File: config.mk
export PLATFORM = sky130hd
export DESIGN_NAME = seq_det_sched
export DESIGN_NICKNAME = d
export VERILOG_FILES = /design/src/rtl/seq_det_pkg.sv /design/src/rtl/seq_det_step.sv /design/src/rtl/seq_det_sched.sv
export SDC_FILE = /design/constraint.sdc
export NUM_CORES = 1
export LEC_CHECK = 0
export CORE_ASPECT_RATIO = 1.25
export CORE_MARGIN = 5
export CORE_UTILIZATION = 54
export CTS_BUF_LIST = sky130_fd_sc_hd__clkbuf_8
export DETAILED_ROUTE_END_ITERATION = 8
export GPL_ROUTABILITY_DRIVEN = 0
export GPL_TIMING_DRIVEN = 0
export HOLD_SLACK_MARGIN = 0.03
export PLACE_DENSITY_LB_ADDON = 0.25
export SLEW_MARGIN = 20
export SYNTH_ARGS = -nofsm -noshare
export SYNTH_HDL_FRONTEND = slang
export SYNTH_SLANG_ARGS = --single-unit
File: constraint.sdc
create_clock -name clk -period 4.4 [get_ports clk]
set_clock_uncertainty 0.15 [all_clocks]
set_input_delay 1.32 -clock clk [delete_from_list [all_inputs] [get_ports clk]]
set_output_delay 1.32 -clock clk [all_outputs]
set_load 0.1 [all_outputs]
File: src/rtl/seq_det_pkg.sv
// seq_det_pkg: shared types for the time-multiplexed "1101" detector.
// Holds the 2-bit detector context type, its S0..S3 encodings and the pattern.
package seq_det_pkg;

    typedef logic [1:0] ctx_t;

    // S0: no match, S1: "1", S2: "11", S3: "110"
    localparam ctx_t S0 = 2'b00;
    localparam ctx_t S1 = 2'b01;
    localparam ctx_t S2 = 2'b10;
    localparam ctx_t S3 = 2'b11;

    localparam logic [3:0] PATTERN = 4'b1101;

endpackage

File: src/rtl/seq_det_step.sv
// seq_det_step: one combinational step of the overlapping "1101" detector.
// Ports: ctx (current context), din (bit), ctx_next (next context), hit (pattern done).
module seq_det_step
    import seq_det_pkg::*;
(
    input  ctx_t ctx,
    input  logic din,
    output ctx_t ctx_next,
    output logic hit
);

    always_comb begin
        ctx_next = S0;
        hit      = 1'b0;
        case (ctx)
            S0: ctx_next = din ? S1 : S0;
            S1: ctx_next = din ? S2 : S0;
            S2: ctx_next = din ? S2 : S3;
            S3: begin
                // "110" + '1' completes the pattern; its trailing '1' seeds S1
                ctx_next = din ? S1 : S0;
                hit      = din;
            end
            default: ctx_next = S0;
        endcase
    end

endmodule

File: src/rtl/seq_det_sched.sv
// seq_det_sched: round-robin shares one "1101" detector step among NCH bit channels.
// Ports: clk, reset (async, active-high), bit_valid/bit_din/bit_ready (per-channel
// handshake), clear_cnt, match_valid/match_ch (registered hit pulse), match_count
// (flattened saturating counters). Option SEQ_SCHED_FLUSH_EN adds ch_flush.
module seq_det_sched
    import seq_det_pkg::*;
#(
    parameter int NCH   = 4,
    parameter int CNT_W = 8
) (
    input  logic                     clk,
    input  logic                     reset,
    input  logic [NCH-1:0]           bit_valid,
    input  logic [NCH-1:0]           bit_din,
    output logic [NCH-1:0]           bit_ready,
    input  logic                     clear_cnt,
`ifdef SEQ_SCHED_FLUSH_EN
    input  logic [NCH-1:0]           ch_flush,
`endif
    output logic                     match_valid,
    output logic [$clog2(NCH)-1:0]   match_ch,
    output logic [NCH*CNT_W-1:0]     match_count
);

    localparam int PW = $clog2(NCH);

    ctx_t             ctx [NCH];
    logic [CNT_W-1:0] cnt [NCH];
    logic [PW-1:0]    rr_ptr;

    logic [PW-1:0]    gnt;
    logic             take;
    ctx_t             step_next;
    logic             step_hit;
    logic             hit;
    logic [NCH-1:0]   flush;

`ifdef SEQ_SCHED_FLUSH_EN
    assign flush = ch_flush;
`else
    assign flush = '0;
`endif

    // First valid channel at or after rr_ptr, wrapping modulo NCH.
    always_comb begin
        take = 1'b0;
        gnt  = '0;
        for (int k = 0; k < NCH; k++) begin
            int idx;
            idx = int'(rr_ptr) + k;
            if (idx >= NCH) idx = idx - NCH;
            if (!take && bit_valid[idx]) begin
                take = 1'b1;
                gnt  = PW'(idx);
            end
        end
        bit_ready = take ? (NCH'(1) << gnt) : '0;
    end

    seq_det_step u_step (
        .ctx      (ctx[gnt]),
        .din      (bit_din[gnt]),
        .ctx_next (step_next),
        .hit      (step_hit)
    );

    // A flushed channel still completes its handshake but cannot hit.
    assign hit = take & step_hit & ~flush[gnt];

    always_ff @(posedge clk or posedge reset) begin
        if (reset) begin
            rr_ptr <= '0;
            for (int i = 0; i < NCH; i++) ctx[i] <= S0;
        end else begin
            if (take)
                rr_ptr <= (gnt == PW'(NCH - 1)) ? '0 : gnt + PW'(1);
            for (int i = 0; i < NCH; i++) begin
                if (flush[i])
                    ctx[i] <= S0;
                else if (take && gnt == PW'(i))
                    ctx[i] <= step_next;
            end
        end
    end

    always_ff @(posedge clk or posedge reset) begin
        if (reset) begin
            for (int i = 0; i < NCH; i++) cnt[i] <= '0;
        end else begin
            for (int i = 0; i < NCH; i++) begin
                if (clear_cnt)
                    cnt[i] <= '0;
                else if (hit && gnt == PW'(i) && cnt[i] != '1)
                    cnt[i] <= cnt[i] + CNT_W'(1);
            end
        end
    end

    always_ff @(posedge clk or posedge reset) begin
        if (reset) begin
            match_valid <= 1'b0;
            match_ch    <= '0;
        end else begin
            match_valid <= hit;
            if (hit) match_ch <= gnt;
        end
    end

    always_comb begin
        match_count = '0;
        for (int i = 0; i < NCH; i++)
            match_count[i*CNT_W +: CNT_W] = cnt[i];
    end

endmodule

==> results.txt <==
The max-slew violation count was 0; the detailed-routed wire length on met2 was 3360 µm. The endpoint kind of the worst setup timing path was an output pin. In this run, distinct cell masters in the synthesized netlist total 42.

After routing the design area is 3600 µm². The main combinational cell family by area after synthesis is compound AO/OA/AOI/OAI gates. VDD sags by at most 0.273 mV. For this run the aggregate overflow at the end of global routing stands at 0. The number of antenna diodes in the final layout is 0.

The path class of the tightest hold or removal check is reg -> reg. For the number of DRC violations after detailed routing, the log shows 0. Relative to the synthesized area, the layout overhead comes to 37.0%. TritonCTS built the clock tree. The number of filler instances in the final layout is 325. The biggest area contributor in the post-synthesis netlist is sky130_fd_sc_hd__dfrtp_1. Setup repair after global routing left no endpoint under its margin.

In this run the static leakage power is 1.50 nW. The most frequently used flop master after synthesis was sky130_fd_sc_hd__dfrtp_1. The detailed-route via count was 2267; the routed wire length was 6310 µm. The fraction of registers with async set or reset after synthesis is 100%. The run gives 1130 µm² as the footprint of the flip-flops and latches. Wire segments on met3 add up to 208 µm in the final route. Standard cell core area: 4730 µm². The first global-routing pass estimated 10800 µm of wire. Entering global routing, the biggest net connects 24 pins. The total of max-cap violations came out at 0.

The floorplan step set the die height to 88.0 µm. The run finished with clean final reports. The critical path in this run is classified as in -> out. The multiplexer share of the synthesized area was 6.24%; the worst-case headroom to the max-slew limit was 34.3%.

The tools report the maximum clock frequency as 233 MHz. The number of failing hold endpoints at the final stage is 0, and the mean number of vias per cell is 5.77. The count of yosys warnings during synthesis is 0, and the I/O pin count is 50. Once detail routing completed, the nets flagged for antenna violations numbered 0.

The instance area after placement came out at 3220 µm². The logs give -1.34 ns for the pre-CTS worst setup slack and 0 ns for the setup total negative slack. The die is 72.4 µm wide. The logs give 2 for the buffer depth of the longest clock path and 1570 µm² for the footprint of the multi-input gates. The run gives 1.59 mW as the total power of the final layout. The tools report the sequential share of the synthesized area as 42.9%.

The run gives 0 as the number of endpoints failing setup at the final stage. The post-synth net total is 283. Xor and xnor fraction of the mapped netlist area: 6.00%.

The share of synthesized cell area in and, or, nand and nor gates was 17.8%. HPWL after detailed placement: 4470 µm. The synthesized area per cell was 10.1 µm².

The adder and majority gate portion of the synthesized area was 5.24%; the area of the die was 6370 µm². Dividing the detail-routed wire length by the instance count gives 16.1 µm. Required arrival time at the worst endpoint: 2.93 ns. The run gives 0 as the initial antenna violation count.

In the layout the commonest cells are 45 x sky130_fd_sc_hd__dfrtp_1, 41 x sky130_fd_sc_hd__clkdlybuf4s50_1, 27 x sky130_fd_sc_hd__nor2_1. The source-to-sink clock delay at the later pin of the worst-skew pair came out at 0.29 ns. Transition time at the pin with the least slew margin: 0.982 ns.

For the worst setup path, the data arrival time is 2.83 ns. Synthesized instance count: 261. The tools report the total routed wire length on the met1 layer as 2690 µm. The first detailed-routing pass ran for 4 iterations.

Summing the areas of all compound-gate instances in the mapped netlist gives 19.1% of the synthesized area. The run gives 45 as the total clock sinks. In this run the number of H-tree levels came out at 2. The net count of the finished layout is 356. The run gives 28 as the count of standard-cell rows. Least setup slack across all paths after layout: 0.101 ns. The share of cells above drive strength 1 came out at 22.8%. The minimum clock period works out to 4.30 ns. The first-iteration detailed-routing DRC count was 94; the TritonCTS buffer count was 5. The total track usage was 21.5%. The fraction of synthesized cell area taken by the top area cell type was 42.9%; the final core utilization was 76.1%. The tools report the sort of element at the start of the critical path as an input pin.

The via count of the first global-routing pass was 2403; the clock slew seen by the registers of the worst setup and hold paths was 0.08 ns. In this run the clock root is driven by a sky130_fd_sc_hd__clkbuf_8. The highest metal layer carrying signal wires in the routed design is met4.

Of all nets on the critical path, the largest fanout is 6. The areal power density over the cells was 442 nW/µm²; the number of hold buffers added after CTS was 0. Leaving out fill and tap cells, the most frequent cell in the layout is sky130_fd_sc_hd__dfrtp_1.

The synthesized design contains 0 enable-type register cells. The share of the clock period used by the worst path after layout is 97.7%. Ranked by total cell area, the synthesized netlist is headed by sky130_fd_sc_hd__dfrtp_1 43%, sky130_fd_sc_hd__xor2_1 5.3%, sky130_fd_sc_hd__ha_1 5.2%, sky130_fd_sc_hd__mux2i_1 5.0%, sky130_fd_sc_hd__a2111oi_4 4.2%. In this run the cell area of the synthesized design comes to 2630 µm². Once the floorplan was initialized, standard cells occupied 55.6% of the core. The number of synthesized register bits was 45. Buffers placed on the I/O ports in this run total 49.
Yosys cell counts, drive strengths merged (2+ instances only):
library cell and instances:
nor2b 7, and3 4, or3 6, nand2 21
inv 13, o21ai 25, buf 2, or2 2
mux2i 13, o2111ai 7, nor2 32, nand3 11
a2111oi 8, or4 5, xor2 16, clkbuf 3
nand4 2, a21oi 9, mux2 3, xnor2 2
ha 11, o31ai 4, dfrtp 45
sequential cells by signal (all words and copies together), names as in the netlist:
signal / cells
ctx: 8
match_count: 32
rr_ptr: 2
match_valid: 1
match_ch: 2
through the flow:
| stage | hold WS [ns] | instances |
|---|---|---|
| 2_1_floorplan | 0.299 | 261 |
| 4_1_cts | 0.340 | 387 |
| 5_1_grt | 0.365 | 393 |
| 6_report | 0.333 | 393 |
| 3_5_place_dp | 0.324 | 371 |
| 3_3_place_gp | 0.312 | 370 |
power breakdown:
part | switching (mW) | internal [mW] | leakage [nW] | total (mW)
combinational | 0.559 | 0.301 | 0.849 | 0.860
sequential | 0.0360 | 0.461 | 0.615 | 0.497
clock | 0.131 | 0.105 | 0.0399 | 0.236
total | 0.727 | 0.866 | 1.50 | 1.59
routing by layer:
layer / GRT usage (%) / up-vias
met5: 0 / -
met4: 7.21 / 0
met3: 2.87 / 4
met2: 38.9 / 49
met1: 26.3 / 1124
li1: - / 1090
cell type report:
class / instances / share of cell area, %
plain buffers: 5 / 0.834
clock buffers: 5 / 1.91
clock inverters: 1 / 0.139
inverters: 13 / 1.63
multi-input cells: 198 / 43.6
flip-flops and latches: 45 / 31.3
well taps: 60 / 2.08
repair buffers: 66 / 18.5
cells by family (layout without fill, tap and decap cells):
kind of cell	count (synthesis)	after routing
mux	16	16
compound gates	59	59
simple gates	94	94
flops	45	45
xor+xnor	18	18
fa+ha+maj	11	11
buf+inv	18	90
final timing paths:
| path | end | slack (ns) | startpoint | cells after the start |
|---|---|---|---|---|
| min | ctx[4] | 0.33 | ctx[4] | 2 |
| max in group asynchronous | ctx[6] | 2.37 | reset | 3 |
| min in group asynchronous | match_count[17] | 1.23 | reset | 2 |
| max | bit_ready[3] | 0.10 | bit_valid[2] | 9 |
| max reg2reg | match_count[15] | 1.01 | rr_ptr[0] | 13 |
| min reg2reg | ctx[4] | 0.33 | ctx[4] | 2 |
critical path, cell delays in order:
cell	delay (ns)
sky130_fd_sc_hd__dlygate4sd2_1	0.26
sky130_fd_sc_hd__nor2b_4	0.15
sky130_fd_sc_hd__nor4_2	0.27
sky130_fd_sc_hd__or2_4	0.19
sky130_fd_sc_hd__buf_6	0.13
sky130_fd_sc_hd__ha_2	0.20
sky130_fd_sc_hd__nand2_4	0.07
sky130_fd_sc_hd__clkinvlp_4	0.08
sky130_fd_sc_hd__buf_12	0.16
timing repair:
action,CTS,global route
buffers inserted,10,6
cloned,0,0
setup endpoints to repair,32,21
resized for setup,57,16
endpoints found under the hold margin,0,0
pin swaps,4,9
Note: power is estimated with default switching activity, not from simulation.
